<file path="config.mk">
export PLATFORM = sky130hd
export DESIGN_NAME = gray_scale_pipe
export DESIGN_NICKNAME = d
export VERILOG_FILES = /design/src/rtl/gray_scale_pipe.sv
export SDC_FILE = /design/constraint.sdc
export NUM_CORES = 1
export LEC_CHECK = 0
export CORE_UTILIZATION = 64
export CTS_BUF_LIST = sky130_fd_sc_hd__clkbuf_8
export DETAILED_ROUTE_END_ITERATION = 12
export PLACE_DENSITY_LB_ADDON = 0.25
export SLEW_MARGIN = 20
export SYNTH_ARGS = -nofsm -noshare
export SYNTH_HDL_FRONTEND = slang
export SYNTH_SLANG_ARGS = --single-unit
</file>
<file path="constraint.sdc">
create_clock -name clk_i -period 7.5 [get_ports clk_i]
set_input_delay 1.5 -clock clk_i [delete_from_list [all_inputs] [get_ports clk_i]]
set_output_delay 1.5 -clock clk_i [all_outputs]
set_load 0.02 [all_outputs]
</file>
<file path="src/rtl/gray_scale_pipe.sv">
// Two-stage RGB-to-gray converter with valid/ready handshaking.
// S1 expands the channels and applies the mode weights; S2 sums, rounds and saturates.
module gray_scale_pipe #(
    parameter int unsigned CH_BITS   = 5,
    parameter int unsigned OUT_BITS  = 8,
    parameter bit          REPLICATE = 1'b1
) (
    input  logic                   clk_i,
    input  logic                   reset_i,
    input  logic                   enable_i,
    input  logic [1:0]             mode_i,
    input  logic [3*CH_BITS-1:0]   in_px_rgb_i,
    input  logic                   in_valid_i,
    input  logic                   in_last_i,
    output logic                   in_ready_o,
    output logic [OUT_BITS-1:0]    out_px_gray_o,
    output logic                   out_valid_o,
    output logic                   out_last_o,
    input  logic                   out_ready_i,
    output logic [15:0]            px_count_o
);

    localparam int unsigned PROD_BITS = OUT_BITS + 9;
    localparam int unsigned SUM_BITS  = PROD_BITS + 2;

    // Vacated LSBs take the channel bits again from the MSB down, or zeros.
    function automatic logic [OUT_BITS-1:0] expand(input logic [CH_BITS-1:0] ch);
        logic [OUT_BITS-1:0] res;
        res = '0;
        for (int unsigned i = 0; i < OUT_BITS; i++) begin
            if (REPLICATE || (i < CH_BITS)) begin
                res[OUT_BITS-1-i] = ch[CH_BITS-1-(i % CH_BITS)];
            end
        end
        return res;
    endfunction

    logic                 s1_valid_q;
    logic                 s1_last_q;
    logic [PROD_BITS-1:0] s1_pr_q;
    logic [PROD_BITS-1:0] s1_pg_q;
    logic [PROD_BITS-1:0] s1_pb_q;

    logic                 s2_valid_q;
    logic                 s2_last_q;
    logic [OUT_BITS-1:0]  s2_gray_q;

    logic [15:0]          count_q;

    logic                 s1_load;
    logic                 s2_load;
    logic                 in_fire;
    logic                 out_fire;

    logic [8:0]           w_r;
    logic [8:0]           w_g;
    logic [8:0]           w_b;
    logic [OUT_BITS-1:0]  exp_r;
    logic [OUT_BITS-1:0]  exp_g;
    logic [OUT_BITS-1:0]  exp_b;
    logic [PROD_BITS-1:0] prod_r;
    logic [PROD_BITS-1:0] prod_g;
    logic [PROD_BITS-1:0] prod_b;

    logic [SUM_BITS-1:0]  sum;
    logic [OUT_BITS+2:0]  rounded;
    logic [OUT_BITS-1:0]  gray_d;

    // A stage loads when empty or when its content advances this cycle.
    assign s2_load    = !s2_valid_q || out_ready_i;
    assign s1_load    = !s1_valid_q || s2_load;
    assign in_ready_o = enable_i && !reset_i && s1_load;
    assign in_fire    = in_valid_i && in_ready_o;
    assign out_fire   = s2_valid_q && out_ready_i;

    always_comb begin
        w_r = 9'd0;
        w_g = 9'd0;
        w_b = 9'd0;
        unique case (mode_i)
            2'd0: begin w_r = 9'd77; w_g = 9'd150; w_b = 9'd29; end
            2'd1: begin w_r = 9'd54; w_g = 9'd183; w_b = 9'd19; end
            2'd2: begin w_r = 9'd85; w_g = 9'd86;  w_b = 9'd85; end
            2'd3: begin w_r = 9'd0;  w_g = 9'd256; w_b = 9'd0;  end
        endcase
    end

    always_comb begin
        exp_r  = expand(in_px_rgb_i[3*CH_BITS-1:2*CH_BITS]);
        exp_g  = expand(in_px_rgb_i[2*CH_BITS-1:CH_BITS]);
        exp_b  = expand(in_px_rgb_i[CH_BITS-1:0]);
        prod_r = PROD_BITS'(w_r) * PROD_BITS'(exp_r);
        prod_g = PROD_BITS'(w_g) * PROD_BITS'(exp_g);
        prod_b = PROD_BITS'(w_b) * PROD_BITS'(exp_b);
    end

    always_comb begin
        sum = SUM_BITS'(s1_pr_q) + SUM_BITS'(s1_pg_q) + SUM_BITS'(s1_pb_q) + SUM_BITS'(128);
        rounded = sum[SUM_BITS-1:8];
        gray_d  = rounded[OUT_BITS-1:0];
        if (|rounded[OUT_BITS+2:OUT_BITS]) begin
            gray_d = '1;
        end
    end

    always_ff @(posedge clk_i) begin
        if (reset_i) begin
            s1_valid_q <= 1'b0;
            s1_last_q  <= 1'b0;
            s1_pr_q    <= '0;
            s1_pg_q    <= '0;
            s1_pb_q    <= '0;
        end else if (s1_load) begin
            s1_valid_q <= in_fire;
            if (in_fire) begin
                s1_last_q <= in_last_i;
                s1_pr_q   <= prod_r;
                s1_pg_q   <= prod_g;
                s1_pb_q   <= prod_b;
            end
        end
    end

    always_ff @(posedge clk_i) begin
        if (reset_i) begin
            s2_valid_q <= 1'b0;
            s2_last_q  <= 1'b0;
            s2_gray_q  <= '0;
        end else if (s2_load) begin
            s2_valid_q <= s1_valid_q;
            if (s1_valid_q) begin
                s2_last_q <= s1_last_q;
                s2_gray_q <= gray_d;
            end
        end
    end

    always_ff @(posedge clk_i) begin
        if (reset_i) begin
            count_q <= '0;
        end else if (out_fire) begin
            count_q <= count_q + 16'd1;
        end
    end

    assign out_valid_o   = s2_valid_q;
    assign out_last_o    = s2_last_q;
    assign out_px_gray_o = s2_gray_q;
    assign px_count_o    = count_q;

endmodule

</file>
==> results of run 1 <==
critical path: cells and delay by family:
family / cells / cell delay [ns]
adders and majority gates: 6 / 2.66
AOI/OAI and AO/OA: 7 / 1.18
xor gates and xnor gates: 2 / 0.27
and+or+nand+nor: 1 / 0.32
buffers and inverters: 6 / 0.90
state kept, by name, summed over array words and instances, names as in the netlist:
signal,count
s1_pg_q,17
s1_pr_q,17
px_count_o,16
s1_pb_q,16
out_px_gray_o,8
out_last_o,1
out_valid_o,1
s1_last_q,1
s1_valid_q,1
cells in the final DEF (no fill, tap or decap), types with 35 or more instances in the layout:
master,synthesis,final
a21oi_1,35,35
clkdlybuf4s50_1,0,49
dfxtp_1,78,78
fa_1,102,102
ha_1,160,160
inv_1,205,205
nand2_1,70,69
nand3_1,46,46
nor2_1,44,44
o21ai_0,53,53
routing by layer:
| metal | track usage (%) | up-vias |
|---|---|---|
| met1 | 38.33 | 3245 |
| met4 | 7.099 | 0 |
| met3 | 3.511 | 22 |
| li1 | - | 3425 |
| met2 | 46.57 | 123 |
| met5 | 0 | - |
cell families (layout without fill, tap and decap cells):
family	count (synthesis)	in the layout	share of synthesized area, %
muxes	3	3	0.3261
xor gates and xnor gates	45	45	4.279
adders and majority gates	262	262	43.91
DFF	78	78	16.95
AOI/OAI and AO/OA	154	154	10.58
buffers and inverters	231	277	9.673
and+or+nand+nor	262	262	14.28
power by group:
part	total (mW)	internal [mW]	leakage, nW	switching, mW
Clock	0.327	0.158	0.0973	0.169
Sequential	0.501	0.460	0.635	0.0417
Combinational	1.17	0.505	4.60	0.665
final timing paths:
kind	start	to	slack (ns)	cells past startpoint
worst max-delay path	mode_i[1]	s1_pg_q[16]	0.88	22
worst min-delay path	s1_pb_q[2]	s1_pb_q[2]	0.47	2
worst max register to register	s1_pr_q[6]	out_px_gray_o[3]	4.27	11
worst min register to register	s1_pb_q[2]	s1_pb_q[2]	0.47	2
area by class of cell:
cell class,instances,area [um^2]
Sequential cell,78,1562
Clock buffer,9,123.9
Fill cell,1053,3875
Tap cell,180,225.2
Multi-Input combinational cell,726,6760
Clock inverter,7,80.08
Timing Repair Buffer,55,535.5
Inverter,206,773.2
==> results.json, run 1 <==
{
  "ys_seq_elements": 78,
  "drive_gt1_share_pct": 3.885,
  "power.density_nw_per_um2": 198.7,
  "place_area_um2": 9856,
  "met2_length_mm": 9.089,
  "cts_num_sinks": 78,
  "hold_viol": 0,
  "ir_worst_vdd_uv": 105.6,
  "syn-num-nets": 1320,
  "yosys.cell_types.count": 60,
  "path_class": "in -> reg",
  "num_vias": 6815,
  "wl_met1_mm": 9.472,
  "fp.dieH_um": 122.0,
  "drv_slew": 0,
  "arrival_ns": 6.85,
  "dr.max_layer_used": "met4",
  "grt_max_degree": 58,
  "yosysWarnings": 0,
  "synthFlopType": "dfxtp_1",
  "dieWidth_um": 122.0,
  "detailedRoute.firstIterationViolations": 384,
  "cts_made_buffers": 9,
  "diodes": 0,
  "dp_slack_ns": 0.5184,
  "drt_wl_total_mm": 19.51,
  "cts.repair.resized": 0,
  "path_clk_slew_ns": 0.08,
  "setup_ws_ns": 0.8804,
  "final_cell_count_no_fill": 1261,
  "netlist.area_leader.share_pct": 22.17,
  "yosys.area.top_type": "fa_1",
  "initial_utilization_pct": 66.09,
  "area_delta_synth_final_pct": 9.224,
  "syn_area_um2": 9210,
  "design_area_um2": 10060,
  "relSlewSlack_pct": 41.34,
  "status": "finished clean",
  "dp.cells": 1245,
  "hold_ws_ns": 0.4716,
  "dr_wl_met3_um": 631,
  "crit_required_ns": 7.73,
  "crit_slowest_cell": "fa_1",
  "hpwl_mm": 16.48,
  "htreeDepth": 3,
  "leakagePower_nw": 5.335,
  "synthTopCellsByArea": "fa_1 22%, ha_1 22%, dfxtp_1 17%, inv_1 8.4%, o21ai_0 2.9%",
  "synth-edff-count": 0,
  "yosysMostFrequentCell": "inv_1",
  "avgSynthCellArea_um2": 8.899,
  "track_usage_pct": 27.94,
  "grt_pass1_wl_mm": 32.13,
  "rows": 43,
  "fin_setup_tns_ns": 0,
  "cap_violations": 0,
  "first_global_vias": 6726,
  "max_freq_mhz": 151.1,
  "crit_chain": "clkdlybuf4s50_1 -> inv_1 -> ha_1 -> and2_1 -> xor2_1 -> ha_1 -> inv_1 -> fa_1 -> inv_1 -> fa_1 -> inv_1 -> fa_1 -> inv_1 -> ha_1 -> o21a_1 -> o21ai_0 -> a21oi_2 -> a311oi_2 -> a21oi_2 -> a31oi_1 -> xnor2_1 -> o21ai_2",
  "seq_area_frac_synth_pct": 16.95,
  "rsz0062_at_grt": "false",
  "tightest_slew_ns": 0.8798,
  "cts_setup_buffers": 0,
  "fin_total_pwr_mw": 1.998,
  "min_period_over_period_pct": 88.26,
  "ctsHoldBuffers": 0,
  "routed_wire_length_per_instance_um": 15.47,
  "min_period_ns": 6.620,
  "drc": 0,
  "clk_latency_ns": 0.36,
  "slowest_delay_ns": 0.54,
  "synth_common_cells": "205 x inv_1, 160 x ha_1, 102 x fa_1",
  "die_area_um2": 14870,
  "coreArea_um2": 13930,
  "crit_fanout": 11,
  "cp-end-kind": "flop",
  "dr.pass1.iters": 4,
  "gr-total-overflow": 0,
  "antenna_found_initial": 0,
  "gp_congestion": 0.9176,
  "drtAntennaViolNets": 0,
  "crit_top_cell": "inv_1",
  "ctsLongestPathBuffers": 2,
  "ioPinCount": 50,
  "hold_path.class": "reg -> reg",
  "cts_tree": "done",
  "start_kind": "input port",
  "final_core_util_pct": 72.19,
  "nets": 1361,
  "synthArstFlopShare_pct": 0,
  "port_buffers": 49,
  "synthCells": 1035,
  "routed_via_density": 5.404,
  "clockRootBuffer": "clkbuf_8",
  "fin_skew_ns": 0.008090,
  "setup_viol": 0
}
Power figures use the tool's default switching activity.
==> run 2, diff against run 1 <==
Settings changed: CORE_UTILIZATION 64 to 54.
==> run 2 against run 1 <==
Effect of this change:
- critical path depth fell by 1
- fmax about the same
- highest routed layer unchanged
- total power is 0.73% higher
- core utilization decreased by 11 points
==> results.json, run 2 (same netlist as run 1, synthesis figures left out) <==
{
  "cts_tree": "done",
  "ir_worst_vdd_uv": 95.51,
  "die_area_um2": 17580,
  "rsz0062_at_grt": "false",
  "min_period_over_period_pct": 88.26,
  "mostFrequentLayoutCells": "205 x inv_1, 160 x ha_1, 102 x fa_1",
  "leakagePower_nw": 5.344,
  "drc": 0,
  "r2r_slack_ns": 4.37,
  "ctsHoldBuffers": 0,
  "detailedRoute.firstIterationViolations": 305,
  "dr.pass1.iters": 4,
  "crit_chain": "clkdlybuf4s50_1 -> ha_1 -> nor2b_1 -> xor2_1 -> ha_1 -> inv_1 -> fa_1 -> inv_1 -> fa_1 -> inv_1 -> fa_1 -> inv_1 -> ha_1 -> o21a_1 -> o21ai_0 -> a21oi_2 -> a311oi_2 -> a21oi_2 -> a31oi_1 -> xnor2_1 -> o21ai_2",
  "cap_violations": 0,
  "crit_end": "s1_pg_q[16]",
  "num_vias": 6663,
  "fp.dieH_um": 132.6,
  "cts_setup_buffers": 0,
  "cp.depth": 21,
  "ff2ff_path_depth": 11,
  "hold_viol": 0,
  "drive_gt1_share_pct": 3.885,
  "dp.cells": 1285,
  "crit_fanout": 17,
  "path_clk_slew_ns": 0.08,
  "htreeDepth": 3,
  "ioPinCount": 50,
  "routed_via_density": 5.121,
  "ctsLongestPathBuffers": 2,
  "setup_viol": 0,
  "nets": 1361,
  "start_kind": "input port",
  "grt_pass1_wl_mm": 31.90,
  "slowest_delay_ns": 0.60,
  "hpwl_mm": 16.08,
  "worstSetupStartpoint": "mode_i[1]",
  "area_delta_synth_final_pct": 9.958,
  "place_area_um2": 9906,
  "clockRootBuffer": "clkbuf_8",
  "min_period_ns": 6.620,
  "initial_utilization_pct": 55.34,
  "reg_top3": "s1_pg_q: 17 flops, s1_pr_q: 17 flops",
  "final_cell_count_no_fill": 1301,
  "dieWidth_um": 132.6,
  "drt_wl_total_mm": 18.94,
  "crit_top_cell": "inv_1",
  "grt_max_degree": 88,
  "gr-total-overflow": 0,
  "diodes": 0,
  "gp_congestion": 0.9052,
  "hold_path.class": "reg -> reg",
  "clk_latency_ns": 0.35,
  "routed_wire_length_per_instance_um": 14.55,
  "coreArea_um2": 16640,
  "path_delay_family": "adder cells",
  "tightest_slew_ns": 0.8815,
  "hp-start": "s1_pb_q[1]",
  "first_global_vias": 6545,
  "status": "finished clean",
  "antenna_found_initial": 0,
  "crit_slowest_cell": "clkdlybuf4s50_1",
  "rows": 47,
  "power.density_nw_per_um2": 198.8,
  "drtAntennaViolNets": 0,
  "fin_skew_ns": 0.007999,
  "track_usage_pct": 22.70,
  "r2r_end": "out_px_gray_o[3]",
  "crit_buf_inv": 5,
  "cts.repair.resized": 0,
  "drv_slew": 0,
  "cts_made_buffers": 9,
  "crit_required_ns": 7.72,
  "cp-end-kind": "flop",
  "layout_commonest_cell": "inv_1",
  "path_class": "in -> reg",
  "fillers": 1493,
  "cts_num_sinks": 78,
  "r2r_start": "s1_pr_q[6]",
  "port_buffers": 49,
  "design_area_um2": 10130,
  "max_freq_mhz": 151.1,
  "fin_setup_tns_ns": 0,
  "relSlewSlack_pct": 41.15,
  "arrival_ns": 6.84
}
==> run 2: changes by cell type in the layout (fill, tap and decap cells not counted) <==
cell,before,now
clkinv_2,0,1
inv_6,4,1
bufinv_16,1,2
clkinv_4,0,1
==> run 2: worst min path at each step <==
stage	endpoint	slack, ns	cells past startpoint
3_3_place_gp	s1_pg_q[0]	0.46	2
6_report	s1_pb_q[1]	0.48	2
4_1_cts	s1_pb_q[1]	0.48	2
5_1_grt	s1_pg_q[1]	0.51	2
2_1_floorplan	s1_last_q	0.43	2
3_5_place_dp	s1_pb_q[1]	0.46	2
==> run 2: tightest hold or removal path: stages (launching register included) <==
cell,delay (ns)
dfxtp_1,0.33
nand3_1,0.07
nand2_1,0.05
==> run 2: metal layers <==
metal | part of all wire, % | up-vias | GRT usage (%) | wire length (um)
li1 | - | 3432 | - | -
met1 | 52 | 3115 | 32.78 | 9815
met2 | 44 | 102 | 36.81 | 8407
met3 | 2.7 | 14 | 2.414 | 503
met4 | 1.1 | 0 | 4.725 | 210
met5 | 0 | - | 0 | 0
==> run 2: area by class of cell <==
class	count	area (um^2)	share of cell area (%)
Sequential cell	78	1562	15.42
Clock buffer	9	123.9	1.223
Multi-Input combinational cell	726	6760	66.75
Tap cell	220	275.3	2.718
Clock inverter	7	97.59	0.9637
Timing Repair Buffer	55	535.5	5.288
Inverter	206	773.2	7.635
==> run 2: where the power goes <==
part / switching [mW] / internal (mW) / total [mW]
Clock: 0.158 / 0.188 / 0.346
Sequential: 0.0412 / 0.460 / 0.501
Combinational: 0.665 / 0.502 / 1.17
==> run 2: through the flow <==
stage	utilization [%]	hold slack, ns	setup WS (ns)	power [mW]
floorplan	-	0.4337	1.377	1.378
global placement	59.52	0.4588	0.6574	1.647
detailed placement	59.52	0.4631	0.5364	1.667
CTS	60.85	0.4761	0.9207	2.030
global route	60.85	0.5089	0.5887	2.212
finish	60.85	0.4754	0.8801	2.013
